### src/rtl/stopwatch_ctrl.sv
// Stopwatch controller: edge-detected start/stop, lap and clear buttons drive a
// four-state FSM; a six-digit BCD counter (mm:ss.cc) advances on a 100 Hz tick.
// The display shows the frozen lap value while in LAP, otherwise the live count.
module stopwatch_ctrl #(
  parameter bit WRAP_EN = 1'b1
) (
  input  logic        clk,
  input  logic        rst,
  input  logic        tick,
  input  logic        btn_ss,
  input  logic        btn_lap,
  input  logic        btn_clr,
  output logic [23:0] disp,
  output logic [1:0]  state,
  output logic        running,
  output logic        lap_active
);

  localparam logic [1:0] S_IDLE  = 2'b00;
  localparam logic [1:0] S_RUN   = 2'b01;
  localparam logic [1:0] S_PAUSE = 2'b10;
  localparam logic [1:0] S_LAP   = 2'b11;

  localparam logic [23:0] MAX_TIME = 24'h595999;

  logic [1:0]  state_q, state_d;
  logic [23:0] live_q, live_d;
  logic [23:0] lap_q, lap_d;
  logic [23:0] disp_q, disp_d;
  logic        ss_prev_q, lap_prev_q, clr_prev_q;
  logic        ev_ss, ev_lap, ev_clr;
  logic        counting;

  // Add one centisecond to a packed BCD time, rippling carries through all
  // six digits in one step. Any out-of-range digit is treated as at-limit so
  // it can never be propagated onto the display.
  function automatic logic [23:0] bcd_inc(input logic [23:0] v);
    logic [23:0] r;
    logic        carry;
    logic [3:0]  lim;
    r     = v;
    carry = 1'b1;
    for (int i = 0; i < 6; i++) begin
      lim = ((i == 3) || (i == 5)) ? 4'd5 : 4'd9;
      if (carry) begin
        if (r[i*4 +: 4] >= lim) begin
          r[i*4 +: 4] = 4'd0;
        end else begin
          r[i*4 +: 4] = r[i*4 +: 4] + 4'd1;
          carry       = 1'b0;
        end
      end
    end
    return r;
  endfunction

  // Rising-edge events: a held level only fires once, release never fires.
  assign ev_ss  = btn_ss  & ~ss_prev_q;
  assign ev_lap = btn_lap & ~lap_prev_q;
  assign ev_clr = btn_clr & ~clr_prev_q;

  // Counting is decided by the pre-edge state so a same-edge transition
  // cannot add or drop a tick.
  assign counting = (state_q == S_RUN) || (state_q == S_LAP);

  // Next-state, counter, lap capture and display selection.
  always_comb begin
    state_d = state_q;
    live_d  = live_q;
    lap_d   = lap_q;

    // Events are checked in priority order clr > ss > lap; only the first one
    // legal in the current state acts, the rest are dropped.
    case (state_q)
      S_IDLE: begin
        if (ev_ss) state_d = S_RUN;
      end
      S_RUN: begin
        if (ev_ss) begin
          state_d = S_PAUSE;
        end else if (ev_lap) begin
          state_d = S_LAP;
          lap_d   = live_q;
        end
      end
      S_LAP: begin
        if (ev_ss) state_d = S_PAUSE;
        else if (ev_lap) state_d = S_RUN;
      end
      S_PAUSE: begin
        if (ev_clr) begin
          state_d = S_IDLE;
          live_d  = '0;
        end else if (ev_ss) begin
          state_d = S_RUN;
        end
      end
      default: state_d = S_IDLE;
    endcase

    // Saturation at the top of the range overrides any button transition.
    if (counting && tick) begin
      if ((live_q == MAX_TIME) && (WRAP_EN == 1'b0)) begin
        state_d = S_PAUSE;
      end else begin
        live_d = bcd_inc(live_q);
      end
    end

    disp_d = (state_d == S_LAP) ? lap_d : live_d;
  end

  // State, counter, lap register, display and button history.
  always_ff @(posedge clk or posedge rst) begin
    if (rst) begin
      state_q    <= S_IDLE;
      live_q     <= '0;
      lap_q      <= '0;
      disp_q     <= '0;
      // Start high so a button held through reset must be released first.
      ss_prev_q  <= 1'b1;
      lap_prev_q <= 1'b1;
      clr_prev_q <= 1'b1;
    end else begin
      state_q    <= state_d;
      live_q     <= live_d;
      lap_q      <= lap_d;
      disp_q     <= disp_d;
      ss_prev_q  <= btn_ss;
      lap_prev_q <= btn_lap;
      clr_prev_q <= btn_clr;
    end
  end

  assign disp       = disp_q;
  assign state      = state_q;
  assign running    = state_q[0];
  assign lap_active = (state_q == S_LAP);

endmodule

### config.mk
export PLATFORM = sky130hd
export DESIGN_NAME = stopwatch_ctrl
export DESIGN_NICKNAME = d
export VERILOG_FILES = /design/src/rtl/stopwatch_ctrl.sv
export SDC_FILE = /design/constraint.sdc
export NUM_CORES = 1
export LEC_CHECK = 0
export ABC_CLOCK_PERIOD_IN_PS = 2770
export BUFFER_PORTS_ARGS = -buffer_cell sky130_fd_sc_hd__buf_2
export CORE_MARGIN = 2
export CORE_UTILIZATION = 45
export DETAILED_ROUTE_END_ITERATION = 8
export GPL_TIMING_DRIVEN = 0
export HOLD_SLACK_MARGIN = 0.08
export PLACE_DENSITY_LB_ADDON = 0.2
export SYNTH_ARGS = -nofsm -noshare
export SYNTH_HDL_FRONTEND = slang
export SYNTH_SLANG_ARGS = --single-unit
### constraint.sdc
create_clock -name clk -period 2.77 [get_ports clk]
set_input_delay 0 -clock clk [delete_from_list [all_inputs] [get_ports clk]]
set_output_delay 0 -clock clk [all_outputs]
set_load 0.01 [all_outputs]
==> qor.csv, run 1 <==
stage;metric;value;unit
routing;vias;2581;
floorplan;die_w;94.2;µm
floorplan;num_rows;32;
layout;regArea;0.00193;mm²
global_route;grt_overflow;0;
clocking;cts.sinks;77;
power;pwr-share-clk;31.7;%
worst_setup_path;cp_top_family;simple AND/OR/NAND/NOR gates;
synthesis;yosysTopAreaCellShare;50.5;%
global_route;grt_pass1_vias;2617;
clocking;clkTransAtPathRegs;0.08;ns
layout;multi_input_comb_area;0.00159;mm²
clocking;cts_buffers;9;
placement;io_buffers;33;
synthesis;yosysSeqAreaShare;52.7;%
worst_setup_path;slowest_stage;nor4_2;
power;switchingPower;0.000924;W
sta;fin_crit_sh;84.2;%
placement;dp_cells;462;
power;p_comb_share;23.0;%
synthesis;yosysWarnings;0;
worst_setup_path;arrival;2.59;ns
sta;tns;0;ns
worst_setup_path;cp-end-kind;flip-flop;
synthesis;synth_cell_types;55;
synthesis;syn_nets;350;
global_route;gr-usage-met2;29.3;%
layout;drive_gt1_share;26.6;%
power;p_total;0.00311;W
routing;wl_per_cell;15.5;µm
synthesis;async_flop_share;100;%
floorplan;core;0.00781;mm²
sta;timing.fmax;429;MHz
sta;slew_violations;0;
status;status;finished, final reports clean;
routing;drt-total-wl;7.45;mm
floorplan;die_area;0.00888;mm²
layout;fin_util;54.5;%
layout;layout.nets;399;
power;switching_share;29.7;%
clocking;clockBufferDepth;2;
worst_setup_path;path_max_fanout;7;
worst_setup_path;critPathLaunchType;flip-flop;
routing;viasPerCell;5.35;
worst_setup_path;timing_worst_setup_path_type;flip-flop to flip-flop;
clocking;post_cts_buffers;0;
worst_setup_path;path_buf_inv;2;
synthesis;postSynthAreaPerCell;11.2;µm²
sta;tightest_slew;0.756;ns
worst_setup_path;cp_cell_sequence;inv_1 -> ha_1 -> or3b_1 -> buf_2 -> nand4_2 -> nor4_2 -> nand4bb_1 -> o211ai_1;
hold_path;hold_path.class;input pin to asynchronous set/reset pin;
floorplan;initial_core_util;46.9;%
placement;place_congestion;0.774;
synthesis;yosysTopAreaCell;dfrtp_1;
power;intPower;0.00219;W
power;peakVddDrop;393;µV
power;p_per_area;731;mW/mm²
global_route;busiest_layer;met2;
layout;area_delta_synth_final;16.2;%
synthesis;synth_flop_cell;dfrtp_1;
clocking;ctsHtreeMaxLevel;3;
routing;ant_nets;0;
sta;min_period;2.33;ns
layout;final_cells;482;
worst_setup_path;max_stage_delay;0.64;ns
synthesis;synth_area_leaders;dfrtp_1, mux2_2, ha_1;
global_route;grt_pass1_wl;12.8;mm
job;maxCapViolations;0;
layout;antenna_cells;0;
global_route;gr-usage-met1;26.1;%
sta;slew_headroom;49.3;%
routing;drtIter0Drc;156;
power;leakage;2.13;nW
placement;dp_hpwl;5.15;mm
synthesis;synth_cells;326;
synthesis;synth-edff-count;0;
clocking;cts_tree;done;
worst_setup_path;cp.required;3.03;ns
layout;fill_cells;669;
sta;rsz0062_at_grt;no;
sta;clock_skew;0.00846;ns
floorplan;die_h;94.2;µm
sta;setup_viol;0;
synthesis;synth-seq-cells;77;
clocking;root_buffer;clkbuf_8;
global_route;antenna_found_initial;0;
global_route;grt_max_degree;40;
power;seqPwrFrac;45.3;%
floorplan;ios;34;
sta;final_hold_viol_count;0;
global_route;grt.total_usage;18.7;%
routing;drc;0;
routing;drtPass1Iterations;4;
global_route;gr-usage-met3;2.89;%
synthesis;syn_area;0.00366;mm²
clocking;clk_latency;0.35;ns
final timing paths:
path,from,end,slack [ns],depth (start not counted)
worst max-delay path,live_q[0],disp[23],0.44,8
worst min-delay path,rst,disp[20],0.22,3
worst max register to register,live_q[0],disp[23],0.44,8
worst min register to register,lap_q[23],lap_q[23],0.48,2
max in group asynchronous,rst,ss_prev_q,1.92,4
min in group clk,btn_lap,lap_prev_q,0.32,2
cells by family after synthesis:
logic type                 count (synthesis)  share of synthesized area [%]
DFF                                       77                           52.7
AOI/OAI and AO/OA                         60                           11.4
adders and majority gates                 18                           6.15
buffers and inverters                     33                           3.79
muxes                                     32                           9.90
and+or+nand+nor                          106                           16.1
placed cells by master (no fill, tap or decap), drive strengths merged, types with 4 or more instances in the layout:
cell type,netlist,routed
nor4,6,6
a21oi,8,8
inv,18,18
a22o,5,5
dlygate4sd3,0,4
nand4,6,6
buf,9,43
nor2b,5,5
and2,4,4
ha,18,18
nand2,31,31
dfrtp,74,74
a31oi,9,9
nor2,19,19
o21ai,18,18
mux2,31,31
nand3,9,9
nand2b,7,7
clkbuf,6,19
area by class of cell:
type / instances / area share (%)
inverters: 18 / 1.65
repair buffers: 38 / 5.29
flip-flops and latches: 77 / 45.4
multi-input cells: 216 / 37.5
well taps: 102 / 3.00
clock buffers: 13 / 3.97
clock inverters: 3 / 1.59
plain buffers: 15 / 1.68
worst min-delay path: cells and delay by family:
kind	cells	cell delay (ns)
buffers and inverters	3	1.00
sequential cells by signal, summed over array words and instances (netlist names):
signal / cells
clr_prev_q: 1
lap_prev_q: 1
ss_prev_q: 1
state: 2
disp: 24
live_q: 24
lap_q: 24
through the flow:
| step | area (µm²) | setup WS, ns | hold WS, ns |
|---|---|---|---|
| after floorplan | 3660 | 0.731 | 0.00448 |
| after global placement | 3960 | -0.0675 | 0.121 |
| after detailed placement | 3980 | 0.474 | 0.0582 |
| after CTS | 4260 | 0.440 | 0.236 |
| after global routing | 4260 | 0.0798 | 0.284 |
| final | 4260 | 0.437 | 0.218 |
metal layers:
layer / vias to the layer above / wire length [µm] / part of all wire [%]
li1: 1249 / - / -
met1: 1265 / 3560 / 48
met2: 54 / 3540 / 47
met3: 13 / 242 / 3.2
met4: 0 / 112 / 1.5
met5: - / 0 / 0
power by group through the flow:
stage                     registers, W  clock network, W  logic (W)
after floorplan                0.00145                 0   0.000469
after global placement         0.00142                 0   0.000701
after detailed placement       0.00143                 0   0.000712
final                          0.00141          0.000986   0.000716
after CTS                      0.00141           0.00100   0.000723
after global routing           0.00144           0.00105   0.000817
synth_stat cells, types with 6 or more instances:
library cell,number
dfrtp_1,74
nand2_1,31
mux2_2,30
nor2_1,19
ha_1,18
inv_1,18
o21ai_0,16
a31oi_1,9
nand3_1,8
a21oi_1,7
nand2b_1,7
buf_2,6
clkbuf_1,6
repair_timing:
action,4_1_cts,5_1_grt
hold endpoints to repair,43,0
gates resized for setup,0,0
setup endpoints to repair,0,0
hold buffers,4,0
(Power assumes the default switching activity.)
==> run 2: changes to the inputs <==
Settings changed: ABC_AREA from default to 1, ABC_CLOCK_PERIOD_IN_PS 2770 to 1950.
Clock period 2.77 ns to 1.95 ns, I/O delays scaled along.
==> run 2 against run 1 <==
  * Worst setup slack lost 0.35 ns
  * Via count grew 11%
  * Wire length grew 8.0%
  * Synthesized area grew 0.68%
  * Critical path type unchanged
  * Largest power group unchanged
  * Highest routed layer unchanged
==> qor.csv, run 2 <==
stage;metric;value;unit;change
layout;final_cells;585;;+21%
worst_setup_path;path_max_fanout;7;;unchanged
synthesis;yosysMostFrequentCell;nand2_1;;
synthesis;syn_area;0.00369;mm²;+0.68%
floorplan;ios;34;;unchanged
synthesis;synth_cell_types;35;;-36%
synthesis;synthAdderAreaFrac;6.11;%;-0.042 points
global_route;grt_pass1_wl;13.7;mm;+7.4%
clocking;cts_buffers;9;;unchanged
job;maxCapViolations;0;;unchanged
power;p_total;0.00538;W;+73%
routing;drtPass1Iterations;4;;unchanged
layout;fin_util;53.8;%;-0.68 points
routing;drt-total-wl;8.04;mm;+8.0%
routing;drc;0;;unchanged
routing;wl_per_cell;13.7;µm;-11%
global_route;antenna_found_initial;0;;unchanged
clocking;ctsHtreeMaxLevel;3;;unchanged
synthesis;yosysSeqAreaShare;52.3;%;-0.36 points
worst_setup_path;timing_worst_setup_path_type;flip-flop to flip-flop;;
worst_setup_path;cp-end-kind;flip-flop;;
layout;mostFrequentLayoutCell;nand2_1;;
floorplan;die_h;94.5;µm;+0.32%
global_route;grt_pass1_vias;2857;;+9.2%
layout;drive_gt1_share;22.3;%;-4.3 points
routing;ant_nets;0;;unchanged
floorplan;num_rows;33;;+3.1%
floorplan;initial_core_util;45.6;%;-1.3 points
clocking;clockBufferDepth;2;;unchanged
power;peakVddDrop;706;µV;+80%
sta;tightest_slew;0.842;ns;+0.0861 ns
sta;timing.fmax;537;MHz;+25%
worst_setup_path;arrival;2.08;ns;-0.51 ns
synthesis;synth_cells;418;;+28%
synthesis;synth-seq-cells;77;;unchanged
synthesis;yosysWarnings;0;;unchanged
synthesis;postSynthAreaPerCell;8.82;µm²;-21%
clocking;clkTransAtPathRegs;0.07;ns;about the same
sta;timing.hold.ws;0.300;ns;+0.0816 ns
synthesis;synth-edff-count;0;;unchanged
sta;final_hold_viol_count;0;;unchanged
clocking;cts.sinks;77;;unchanged
layout;layout.nets;499;;+25%
worst_setup_path;critPathLaunchType;flip-flop;;
worst_setup_path;cp_cell_sequence;inv_1 -> ha_1 -> a21oi_2 -> nand2_2 -> nor2_8 -> nor2_1 -> o21ai_0 -> a31oi_1;;
sta;min_period;1.86;ns;-0.469 ns
synthesis;synth_area_leaders;dfrtp_1, nand2_1, ha_1;;
floorplan;core;0.00809;mm²;+3.7%
power;p_per_area;1240;mW/mm²;+69%
sta;fin_crit_sh;95.6;%;+11 points
worst_setup_path;max_stage_delay;0.40;ns;-0.24 ns
routing;viasPerCell;4.90;;-8.5%
routing;vias;2865;;+11%
synthesis;synth_flop_cell;dfrtp_1;;
sta;clock_skew;0.0101;ns;+0.00168 ns
synthesis;yosysTopAreaCellShare;50.2;%;-0.34 points
synthesis;syn_nets;442;;+26%
placement;io_buffers;33;;unchanged
clocking;clk_latency;0.36;ns;about the same
placement;dp_cells;557;;+21%
synthesis;yosysTopAreaCell;dfrtp_1;;
floorplan;die_area;0.00894;mm²;+0.65%
routing;drtIter0Drc;127;;-19%
synthesis;async_flop_share;100;%;unchanged
hold_path;hold_path.class;input pin to flip-flop;;
worst_setup_path;slowest_stage;dfrtp_1;;
synthesis;synth.area.mux_share;0;%;-9.9 points
synthesis;synth-compound-area-share;9.97;%;-1.4 points
power;leakage;2.35;nW;+10%
placement;dp_hpwl;5.54;mm;+7.6%
layout;final_cell_mix;nand2_1, dfrtp_1, buf_2, inv_1, o21ai_1;;
synthesis;synth_top_family_by_area;simple AND/OR/NAND/NOR gates;;
global_route;grt_overflow;0;;unchanged
sta;slew_headroom;43.8;%;-5.6 points
global_route;grt_max_degree;41;;+2.5%
clocking;root_buffer;clkbuf_8;;
synthesis;synth_common_cells;nand2_1, dfrtp_1, inv_1;;
placement;place_congestion;0.896;;+16%
clocking;cts_tree;done;;
global_route;grt.total_usage;20.2;%;+1.6 points
worst_setup_path;cp.required;2.16;ns;-0.87 ns
floorplan;die_w;94.5;µm;+0.32%
status;status;finished, final reports clean;;
synthesis;synth_xor_area_share;0.950;%;+0.95 points
sta;setup_viol;0;;unchanged
synthesis;synth-simple-area-share;23.9;%;+7.8 points
sta;slew_violations;0;;unchanged
placement;post-place-ws;-0.0446;ns;-0.519 ns
layout;antenna_cells;0;;unchanged
layout;area_delta_synth_final;18.1;%;
sta;fin_ws;0.0865;ns;-0.351 ns
==> run 2: cell types whose count changed after synthesis, sizes merged, moves of 6 or more <==
| cell | delta |
|---|---|
| nand3 | +11 |
| mux2 | -31 |
| clkbuf | -6 |
| nand2b | -7 |
| o21ai | +25 |
| nor4 | -6 |
| inv | +26 |
| nand2 | +120 |
| a31oi | -6 |
==> run 2: critical path: cells and delay by family, from the launching register on <==
family / cells / cell delay (ns)
AOI/OAI and AO/OA: 3 / 0.62
DFF: 1 / 0.40
buffers and inverters: 1 / 0.11
adders and majority gates: 1 / 0.24
and+or+nand+nor: 3 / 0.35
==> run 2: path summary, 6_finish.rpt <==
kind	startpoint	end	slack [ns]	cells after the start
worst max-delay path	live_q[0]	disp[12]	0.09	8
worst min-delay path	btn_clr	clr_prev_q	0.30	2
worst max register to register	live_q[0]	disp[12]	0.09	8
worst min register to register	lap_q[22]	lap_q[22]	0.48	2
max in group asynchronous	rst	live_q[4]	0.94	4
min in group asynchronous	rst	disp[7]	0.35	3
==> run 2: routing by layer <==
metal  GRT usage [%]  vias to the layer above  wire length (µm)
li1                -                     1444                 -
met1            26.5                     1360              3830
met2            33.2                       45              3810
met3            4.39                       16               254
met4            7.00                        0               150
met5               0                        -                 0
==> run 2: where the power goes <==
group          total, W  switching (W)  leakage [nW]  internal, W
clock           0.00138       0.000592         0.116     0.000788
sequential      0.00219       0.000208          1.03      0.00198
combinational   0.00181        0.00118          1.20     0.000628
==> run 2: logic make-up (layout without fill, tap and decap cells) <==
group / Yosys count / count (layout)
AO/OA/AOI/OAI: 61 / 61
buffers and inverters: 57 / 119
AND/OR/NAND/NOR: 201 / 201
adder cells (fa/ha/maj): 18 / 18
XOR/XNOR: 4 / 4
flip-flops: 77 / 77
==> run 2: through the flow <==
stage,area (µm²),TNS [ns]
final,4360,0
after global routing,4360,-0.0195
after CTS,4290,0
after detailed placement,4010,-0.0446
after global placement,3990,0
after floorplan,3690,0
==> run 2: cell type report <==
class / instances / area, µm²
multi-input combinational: 284 / 1530
timing repair buffer: 46 / 288
clock inverter: 4 / 70.1
sequential: 77 / 1930
fill: 774 / 3740
tap: 105 / 131
inverter: 45 / 175
buffer: 12 / 76.3
clock buffer: 12 / 155
==> run 2: what timing repair did <==
| item | 4_1_cts | 5_1_grt |
|---|---|---|
| hold buffers | 5 | 0 |
| gates resized for setup | 1 | 7 |
| buffers inserted | 0 | 7 |
| pin swaps | 0 | 3 |
| endpoints found under the hold margin | 39 | 0 |
| endpoints found under the setup margin | 1 | 19 |
